===== src/rtl/saf_mon_pkg.sv =====
// rtl/saf_mon_pkg.sv - shared types and constants for the SAF MSE monitor
// Purpose: FSM state encodings, squared-sample width helper and the
//          completed-window counter width used by saf_mse_monitor and
//          saf_sq_accum.
// Ports:   none (package).
package saf_mon_pkg;

   typedef enum logic [1:0] {
      ST_WARMUP = 2'd0,
      ST_TRACK  = 2'd1,
      ST_CONV   = 2'd2,
      ST_DIV    = 2'd3
   } mon_state_e;

   localparam int WIN_CNT_W = 16;

   // Width of a rounded, rescaled square: a Q.QP value squared is Q.2QP,
   // dropping QP fraction bits leaves 2*WIDTH-QP bits, enough for
   // (-2**(WIDTH-1))**2.
   function automatic int sq_w(input int width, input int qp);
      return 2 * width - qp;
   endfunction

endpackage


===== src/rtl/saf_sq_accum.sv =====
// rtl/saf_sq_accum.sv - square-and-accumulate pipeline for windowed MSE
// Purpose: stage 1 squares each accepted error sample (rounded back to QP
//          fraction bits); stage 2 sums 2**LOG_WIN squares and presents the
//          saturated window mean together with a window-close strobe.
// Ports:   clk, reset      - clock, synchronous active-high reset
//          clear_i         - synchronous restart, same effect as reset
//          err_valid_i     - sample qualifier
//          err_in_i        - signed error sample Q(WIDTH-QP).QP
//          close_o         - high in the cycle whose edge closes a window
//          mean_o          - saturated window mean, valid while close_o
module saf_sq_accum
   import saf_mon_pkg::*;
#(
   parameter int WIDTH   = 16,
   parameter int QP      = 12,
   parameter int LOG_WIN = 4
) (
   input  logic             clk,
   input  logic             reset,
   input  logic             clear_i,
   input  logic             err_valid_i,
   input  logic [WIDTH-1:0] err_in_i,
   output logic             close_o,
   output logic [WIDTH-1:0] mean_o
);

   localparam int SQ_W  = sq_w(WIDTH, QP);
   localparam int ACC_W = SQ_W + LOG_WIN;
   localparam int PW    = 2 * WIDTH;
   localparam logic [PW-1:0]   ROUND    = PW'(1) << (QP - 1);
   localparam logic [SQ_W-1:0] MAX_MEAN = SQ_W'((2 ** WIDTH) - 1);

   logic signed [PW-1:0] prod;
   logic [PW-1:0]        prod_rnd;
   logic [SQ_W-1:0]      sq_d, sq_q;
   logic                 sq_v_q;
   logic [LOG_WIN-1:0]   cnt_q;
   logic                 last_q;
   logic [ACC_W-1:0]     acc_q, sum;
   logic [SQ_W-1:0]      mean;

   always_comb begin
      prod     = $signed(err_in_i) * $signed(err_in_i);
      prod_rnd = $unsigned(prod) + ROUND;
      sq_d     = SQ_W'(prod_rnd >> QP);
      sum      = acc_q + ACC_W'(sq_q);
      mean     = SQ_W'(sum >> LOG_WIN);
      mean_o   = (mean > MAX_MEAN) ? '1 : mean[WIDTH-1:0];
      close_o  = sq_v_q & last_q;
   end

   // clear behaves exactly like reset, so a sample offered alongside clear
   // is dropped and the next window starts at sample 0.
   always_ff @(posedge clk) begin
      if (reset || clear_i) begin
         sq_q   <= '0;
         sq_v_q <= 1'b0;
         cnt_q  <= '0;
         last_q <= 1'b0;
         acc_q  <= '0;
      end else begin
         sq_v_q <= err_valid_i;
         if (err_valid_i) begin
            sq_q   <= sq_d;
            cnt_q  <= cnt_q + LOG_WIN'(1);
            last_q <= (cnt_q == '1);
         end
         if (sq_v_q) begin
            acc_q <= last_q ? '0 : sum;
         end
      end
   end

endmodule


===== src/rtl/saf_mse_monitor.sv =====
// rtl/saf_mse_monitor.sv - windowed MSE monitor with convergence FSM
// Purpose: turns the adaptive filter's error stream into a windowed MSE
//          and classifies adaptation as warmup / track / converged /
//          diverged.
// Ports:   clk, reset      - clock, synchronous active-high reset
//          clear           - synchronous restart of statistics and FSM
//          err_valid       - error sample qualifier
//          err_in          - signed error sample
//          conv_thresh     - unsigned MSE convergence threshold (static)
//          div_thresh      - unsigned MSE divergence threshold (static)
//          mse_out         - saturated windowed MSE
//          mse_valid       - one-cycle pulse when mse_out updates
//          win_cnt         - completed windows, saturating
//          state_out       - FSM state
//          converged       - high while converged
//          diverged        - high while diverged (sticky)
module saf_mse_monitor
   import saf_mon_pkg::*;
#(
   parameter int WIDTH      = 16,
   parameter int QP         = 12,
   parameter int LOG_WIN    = 4,
   parameter int WARMUP_WIN = 1,
   parameter int CONV_CNT   = 3
) (
   input  logic                 clk,
   input  logic                 reset,
   input  logic                 clear,
   input  logic                 err_valid,
   input  logic [WIDTH-1:0]     err_in,
   input  logic [WIDTH-1:0]     conv_thresh,
   input  logic [WIDTH-1:0]     div_thresh,
   output logic [WIDTH-1:0]     mse_out,
   output logic                 mse_valid,
   output logic [WIN_CNT_W-1:0] win_cnt,
   output logic [1:0]           state_out,
   output logic                 converged,
   output logic                 diverged
);

   localparam mon_state_e RST_ST = (WARMUP_WIN == 0) ? ST_TRACK : ST_WARMUP;
   localparam int GC_W = $clog2(CONV_CNT + 2);

   mon_state_e           state_q, state_d;
   logic [GC_W-1:0]      good_q, good_d;
   logic [WIN_CNT_W-1:0] win_q, win_inc;
   logic [WIDTH-1:0]     mse_q;
   logic                 mse_valid_q, conv_q, div_q;
   logic                 close;
   logic [WIDTH-1:0]     mean;

   saf_sq_accum #(
      .WIDTH   (WIDTH),
      .QP      (QP),
      .LOG_WIN (LOG_WIN)
   ) u_sq_accum (
      .clk         (clk),
      .reset       (reset),
      .clear_i     (clear),
      .err_valid_i (err_valid),
      .err_in_i    (err_in),
      .close_o     (close),
      .mean_o      (mean)
   );

   // The FSM only moves on window close; divergence is tested before
   // convergence so a mean above both thresholds always lands in DIV.
   always_comb begin
      win_inc = (win_q == '1) ? win_q : win_q + WIN_CNT_W'(1);
      state_d = state_q;
      good_d  = good_q;
      if (close) begin
         case (state_q)
            ST_WARMUP: begin
               if (win_inc >= WIN_CNT_W'(WARMUP_WIN)) state_d = ST_TRACK;
            end
            ST_TRACK: begin
               if (mean >= div_thresh) begin
                  state_d = ST_DIV;
               end else if (mean < conv_thresh) begin
                  good_d = good_q + GC_W'(1);
                  if (good_d >= GC_W'(CONV_CNT)) state_d = ST_CONV;
               end else begin
                  good_d = '0;
               end
            end
            ST_CONV: begin
               if (mean >= div_thresh) begin
                  state_d = ST_DIV;
               end else if (mean >= conv_thresh) begin
                  state_d = ST_TRACK;
                  good_d  = '0;
               end
            end
            default: ;
         endcase
      end
   end

   always_ff @(posedge clk) begin
      if (reset || clear) begin
         state_q     <= RST_ST;
         good_q      <= '0;
         win_q       <= '0;
         mse_q       <= '0;
         mse_valid_q <= 1'b0;
         conv_q      <= 1'b0;
         div_q       <= 1'b0;
      end else begin
         state_q     <= state_d;
         good_q      <= good_d;
         mse_valid_q <= close;
         if (close) begin
            mse_q  <= mean;
            win_q  <= win_inc;
            conv_q <= (state_d == ST_CONV);
            div_q  <= (state_d == ST_DIV);
         end
      end
   end

   assign mse_out   = mse_q;
   assign mse_valid = mse_valid_q;
   assign win_cnt   = win_q;
   assign state_out = state_q;
   assign converged = conv_q;
   assign diverged  = div_q;

endmodule

===== config.mk =====
export PLATFORM = sky130hd
export DESIGN_NAME = saf_mse_monitor
export DESIGN_NICKNAME = d
export VERILOG_FILES = /design/src/rtl/saf_mon_pkg.sv /design/src/rtl/saf_sq_accum.sv /design/src/rtl/saf_mse_monitor.sv
export SDC_FILE = /design/constraint.sdc
export NUM_CORES = 1
export LEC_CHECK = 0
export CAP_MARGIN = 0
export CORE_ASPECT_RATIO = 1.25
export CORE_MARGIN = 4
export CORE_UTILIZATION = 60
export DETAILED_ROUTE_END_ITERATION = 6
export PLACE_DENSITY = 0.81
export SLEW_MARGIN = 20
export SYNTH_ARGS = -nofsm -noshare
export SYNTH_HDL_FRONTEND = slang
export SYNTH_SLANG_ARGS = --single-unit

===== constraint.sdc =====
create_clock -name clk -period 19.9 [get_ports clk]
set_clock_uncertainty 0.1 [all_clocks]
set_input_delay 3.98 -clock clk [delete_from_list [all_inputs] [get_ports clk]]
set_output_delay 3.98 -clock clk [all_outputs]
set_load 0.01 [all_outputs]

# Word level (Yosys, flattened, before mapping)
# Cells that the tools add are included.
# word_totals
wordCells,54
input_bits,52
regBits,90
# op_classes
eq_ne,9
bitwise,1
n_addsub,5
order_cmp,6
n_mul,1
n_mux,16
reduce_logical,4
# ops
op,count
"adder 32 x 12 -> 32 bit, second input constant",1
greater-or-equal comparator 16 bit,2
multiplier 16 x 16 -> 32 bit,1
two-way mux 16 bit,2
adder 24 x 20 -> 24 bit,1
two-way mux 24 bit,1
"greater-than comparator 20 x 16 -> 1 bit, second input constant",1
"adder 16 x 1 -> 16 bit, second input constant",1
"equality test 16 bit, second input constant",1
"greater-or-equal comparator 16 x 1 -> 1 bit, second input constant",1
< comparator 16 bit,1
two-way mux 2 bit,7
two-way mux 3 bit,4
"equality test 2 bit, second input constant",3
"!= test 2 bit, second input constant",3
case mux 2 bit (3 select lines),1
case mux 3 bit (2 select lines),1
AND reduction 5 bit,1
"adder 4 x 1 -> 4 bit, second input constant",1
"equality test 4 bit, second input constant",1
"adder 3 x 1 -> 3 bit, second input constant",1
"greater-or-equal comparator 3 x 2 -> 1 bit, second input constant",1
"equality test 2 x 1 -> 1 bit, second input constant",1
zero test 2 bit,1
3 further kinds,3

# Depth between registers and ports, before layout
# logic_depth
ltp_word,9
depth_mapped,26
mapped_depth_nobuf,24

# By module
# From an unflattened synthesis, not the netlist that was laid out.
# unflattened
hier_cells,1707
hier_area_um2,14625.3
# modules_own_cells
mod,area_per_inst_um2,instances,cells_each
saf_sq_accum,11828.8,1,1363
saf_mse_monitor,2796.4,1,344

# Least setup slack after synthesis
# No wires, ideal clock.
# synth_timing
kind,input -> register
start,input port err_in[15]
end,register u_sq_accum.sq_q[17]
stages,20
path_slack_ns,9.536
setup_ns,0.120
arrival_time_ns,10.144
cell_sequence,clkbuf_1 -> clkinv_1 -> nor2_1 -> fa_1 -> fa_1 -> inv_1 -> fa_1 -> inv_1 -> fa_1 -> fa_1 -> fa_1 -> ha_1 -> a21o_1 -> a21o_1 -> a21oi_1 -> nor2_1 -> a2111o_1 -> a31oi_1 -> nor4b_1 -> a211o_1
# synth_between
elab_chain_cells,2
# synth_lines
element,line_no,rtl
from (decl),saf_mse_monitor.sv:30,"input logic [WIDTH-1:0] err_in,"
multiplier 16 x 16 -> 32 bit,saf_sq_accum.sv:43,prod = $signed(err_in_i) * $signed(err_in_i);
adder 32 x 12 -> 32 bit,saf_sq_accum.sv:44,prod_rnd = $unsigned(prod) + ROUND;
to (signal assigned),saf_sq_accum.sv:64,sq_q <= sq_d;
to (decl),saf_sq_accum.sv:35,"logic [SQ_W-1:0] sq_d, sq_q;"
# No other way between the ends.
# A chain may end at the register's enable or synchronous reset.

# Final worst setup path
# Same ends and word-level chain as after synthesis.

==> impl.org <==
** Status
- Status :: finished clean

** Synthesis
- In the synthesized netlist the async set-or-reset flop fraction comes to 0.
- Multiplexer share of the synthesized area :: 0.0115
- Fraction of the mapped netlist area in simple logic gates :: 0.141
- Synth Warn # :: 0
- Synthesized instance count :: 1559
- The share of the Yosys chip area taken by registers is 0.129.
- Synthesis instantiated 70 different standard cells from the library.
- Compound-Gate Fraction of Synth Area :: 0.106
- Synthesized cell area :: 0.0140 mm^2
- Leading register cell type out of synthesis :: sky130_fd_sc_hd__dfxtp_1
- Of the total synthesized cell area, the portion taken by full adders, half adders and majority gates is 0.468.
- In this run the mean area of a mapped cell was 8.97 um^2.
- Register bit count reported by yosys :: 90
- Synthesized-area fraction occupied by xor and xnor cells :: 0.0413
- Main combinational cell family by area after synthesis :: adder cells
- Number of synthesized flops with an enable pin :: 0
- The number of nets in the synthesized netlist is 1991.

** Route
- After detailed routing, the number of remaining DRC violations is 0.
- Average wire length per cell after detail routing :: 16.3 um
- Detailed Route Iter0 Violations :: 548
- The routed design has 31.0 mm of wire.
- Routed Antenna Nets :: 0
- Total number of vias :: 10800
- Dividing the detail-routed via count by the number of cells gives 5.66.
- The first detailed-routing pass took 5 iterations.

** Global route
- Number of antenna violations at the first check in global routing :: 0
- Total global-route track usage :: 0.258
- Entering global routing, the biggest net connects 69 pins.
- Remaining global-route overflow :: 0
- The number of global-route vias before repair was 11900.
- The first global-routing pass estimated 54.0 mm of wire.

** Power and ir drop
- For this design the static power due to leakage is 7.66 nW.
- The internal portion of the total power is 0.00143 W.
- The share of total power dissipated in sequential elements is 0.068.
- Fraction of power spent switching nets :: 0.509
- The share of total power dissipated in the clock network is 0.065.
- VDD sags by at most 0.234 mV.
- Combinational cell fraction of total power :: 0.867
- Summed over all nets, the switching power comes to 0.00148 W.
- Power density cells :: 190 mW/mm^2

** Timing
- The max-slew violation count came to 0.
- Across all setup checks in the final design, the least slack found is 8.33 ns.
- Sum Neg Setup Slack :: 0 ns
- Setup violations remaining at the end of the flow were counted as 0.
- Setup repair after global routing left no endpoint under its margin.
- Post-layout minimum cycle time :: 11.57 ns
- Number of endpoints with negative hold slack in the final report :: 0
- Timing would allow up to 0.0864 GHz.
- Transition time at the pin with the least slew margin :: 0.912 ns
- Relative slew slack :: 0.390
- Final cycle utilization of the critical path :: 0.581

** Critical path
- Along the worst path, the maximum fanout reaches 22.
- Data arrives at the worst endpoint at 11.70 ns.
- First element of the critical path :: err_in[15]
- The worst setup path is of the primary input to register kind.
- Data required time at the worst endpoint :: 20.03 ns
- Source of the worst register-to-register timing path :: u_sq_accum.acc_q[0]
- STA classifies the critical path endpoint as a register.
- STA classifies the critical path startpoint as a primary input.

** Worst hold path
- Path category of the worst min-delay check :: register to register
- Launch point of the worst hold path :: converged

** Clock tree
- The H-tree generated during clock tree synthesis spans 3 levels.
- Number of post-CTS setup repair buffers :: 0
- For this design, the sink count on the clock tree is 90.
- Clk pin slew, worst setup/hold paths :: 0.06 ns
- Number of buffers inserted during clock tree synthesis :: 9
- Clock tree from TritonCTS :: done
- Once the clock tree was built, the resizer swapped 0 gates to a different size.
- Clock latency at the later pin of the worst-skew pair :: 0.34 ns
- Hold-fix buffers, CTS :: 0
- CTS placed an instance of sky130_fd_sc_hd__clkbuf_16 at the clock tree root.
- The longest clock path from root to sink contains 2 buffers.

** Die
- Placeable Area :: 0.0230 mm^2
- The floorplan has 62 rows.
- Pin placement for this block handled 89 I/O pins.
- Measured along the x axis, the die boundary spans 145 um.
- For this configuration, the core starts out at a cell density of 0.609.
- The floorplan step defined a die boundary enclosing 0.0258 mm^2.
- Die Y :: 179 um

** Cells and area
- Of the cells placed in the final design, the portion with a size suffix greater than 1 is 0.0235.
- 0 antenna diodes ended up in the layout.
- Number of nets in the layout :: 2042
- The finished layout holds 1903 standard cells, fillers aside.
- The library cells used most frequently in the layout, excluding fill and tap cells, are sky130_fd_sc_hd__inv_1 (322), sky130_fd_sc_hd__fa_1 (239), sky130_fd_sc_hd__ha_1 (141), sky130_fd_sc_hd__nand2_1 (120), sky130_fd_sc_hd__nor2_1 (100).
- For this run, the share of the core covered by cells in the final layout is 0.669.
- Leaving out fill and tap cells, the most frequent cell in the layout is sky130_fd_sc_hd__inv_1.
- The area growth from synthesis to layout is 9.87%.

** Place
- Detailed placement finished with a half-perimeter wire length of 25.5 mm.
- Input and output buffers added on the ports amount to 88.
- Pre-CTS setup slack :: 8.03 ns
- Routability congestion estimate :: 0.906
- Counting tap cells, the placed design contains a total of 1887 instances.

** Run
- Max-cap violations in this run came to 0.
==> worst paths after layout <==
path / end / slack (ns) / cells past startpoint
worst min-delay path: converged / 0.36 / 2
worst max register to register: diverged / 14.26 / 23
worst max-delay path: u_sq_accum.sq_q[17] / 8.33 / 20
worst min register to register: converged / 0.36 / 2
==> per-stage QoR <==
stage / cell area [um^2] / hold slack (ns) / total power, W
after floorplan: 14000 / 0.329 / 0.00218
after CTS: 15400 / 0.367 / 0.00295
final: 15400 / 0.362 / 0.00291
after global placement: 15000 / 0.347 / 0.00266
after detailed placement: 15000 / 0.355 / 0.00274
after global routing: 15400 / 0.403 / 0.00327
==> cell families (layout without fill, tap and decap cells) <==
group | count (synthesis) | in the layout
flip-flops | 90 | 90
AO/OA/AOI/OAI | 229 | 229
adder cells (fa/ha/maj) | 380 | 380
AND/OR/NAND/NOR | 401 | 401
XOR/XNOR | 66 | 66
multiplexers | 16 | 16
buffers and inverters | 377 | 433
==> layer usage <==
layer  GRT usage  part of all wire
met2       0.468              0.53
met5           0                 0
met3      0.0315             0.039
met1       0.301              0.38
met4       0.117             0.048
==> area by class of cell <==
cell class,instances,area [um^2]
clock buffers,9,225
clock inverters,7,108
fillers,1832,7600
inverters,324,1220
multi-input cells,1092,10700
flip-flops and latches,90,1800
well taps,288,360
repair buffers,93,918
==> sequential cells by signal, indices dropped and copies added, names as in the netlist, 3 cells and up, named ones only <==
register / count
good_q: 3
u_sq_accum.sq_q: 20
u_sq_accum.cnt_q: 4
mse_out: 16
win_cnt: 16
u_sq_accum.acc_q: 24
==> Yosys cell counts (23+ instances only) <==
master                     count  area (um^2)
sky130_fd_sc_hd__inv_1       322         1210
sky130_fd_sc_hd__fa_1        239         4780
sky130_fd_sc_hd__ha_1        141         1760
sky130_fd_sc_hd__nand2_1     120          450
sky130_fd_sc_hd__nor2_1      101          379
sky130_fd_sc_hd__dfxtp_1      90         1800
sky130_fd_sc_hd__a21oi_1      62          310
sky130_fd_sc_hd__o21ai_0      60          300
sky130_fd_sc_hd__and2_1       50          313
sky130_fd_sc_hd__clkbuf_1     43          161
sky130_fd_sc_hd__xnor2_1      43          377
sky130_fd_sc_hd__a31oi_1      24          150
sky130_fd_sc_hd__a21o_1       23          173
sky130_fd_sc_hd__xor2_1       23          201
==> critical path, stage by stage <==
cell and delay, ns:
sky130_fd_sc_hd__clkdlybuf4s50_1 1.01, sky130_fd_sc_hd__clkinv_1 0.49, sky130_fd_sc_hd__nor2_1 0.44, sky130_fd_sc_hd__fa_1 0.56, sky130_fd_sc_hd__fa_1 0.80, sky130_fd_sc_hd__inv_1 0.24
sky130_fd_sc_hd__fa_1 0.58, sky130_fd_sc_hd__inv_1 0.05, sky130_fd_sc_hd__fa_1 0.47, sky130_fd_sc_hd__fa_1 0.52, sky130_fd_sc_hd__fa_1 0.51, sky130_fd_sc_hd__ha_1 0.38
sky130_fd_sc_hd__a21o_1 0.20, sky130_fd_sc_hd__a21o_1 0.16, sky130_fd_sc_hd__a21oi_1 0.21, sky130_fd_sc_hd__nor2_1 0.09, sky130_fd_sc_hd__a2111o_1 0.43, sky130_fd_sc_hd__a31oi_1 0.24
sky130_fd_sc_hd__nor4b_1 0.08, sky130_fd_sc_hd__a211o_1 0.25
==> power by group through the flow <==
stage / clock [W] / sequential (W) / combinational, W
after CTS: 0.000192 / 0.000198 / 0.00256
final: 0.000188 / 0.000198 / 0.00253
after global routing: 0.000200 / 0.000198 / 0.00287
after detailed placement: 0 / 0.000202 / 0.00254
after global placement: 0 / 0.000202 / 0.00246
after floorplan: 0 / 0.000199 / 0.00198
Note: power is estimated with default switching activity, not from simulation.
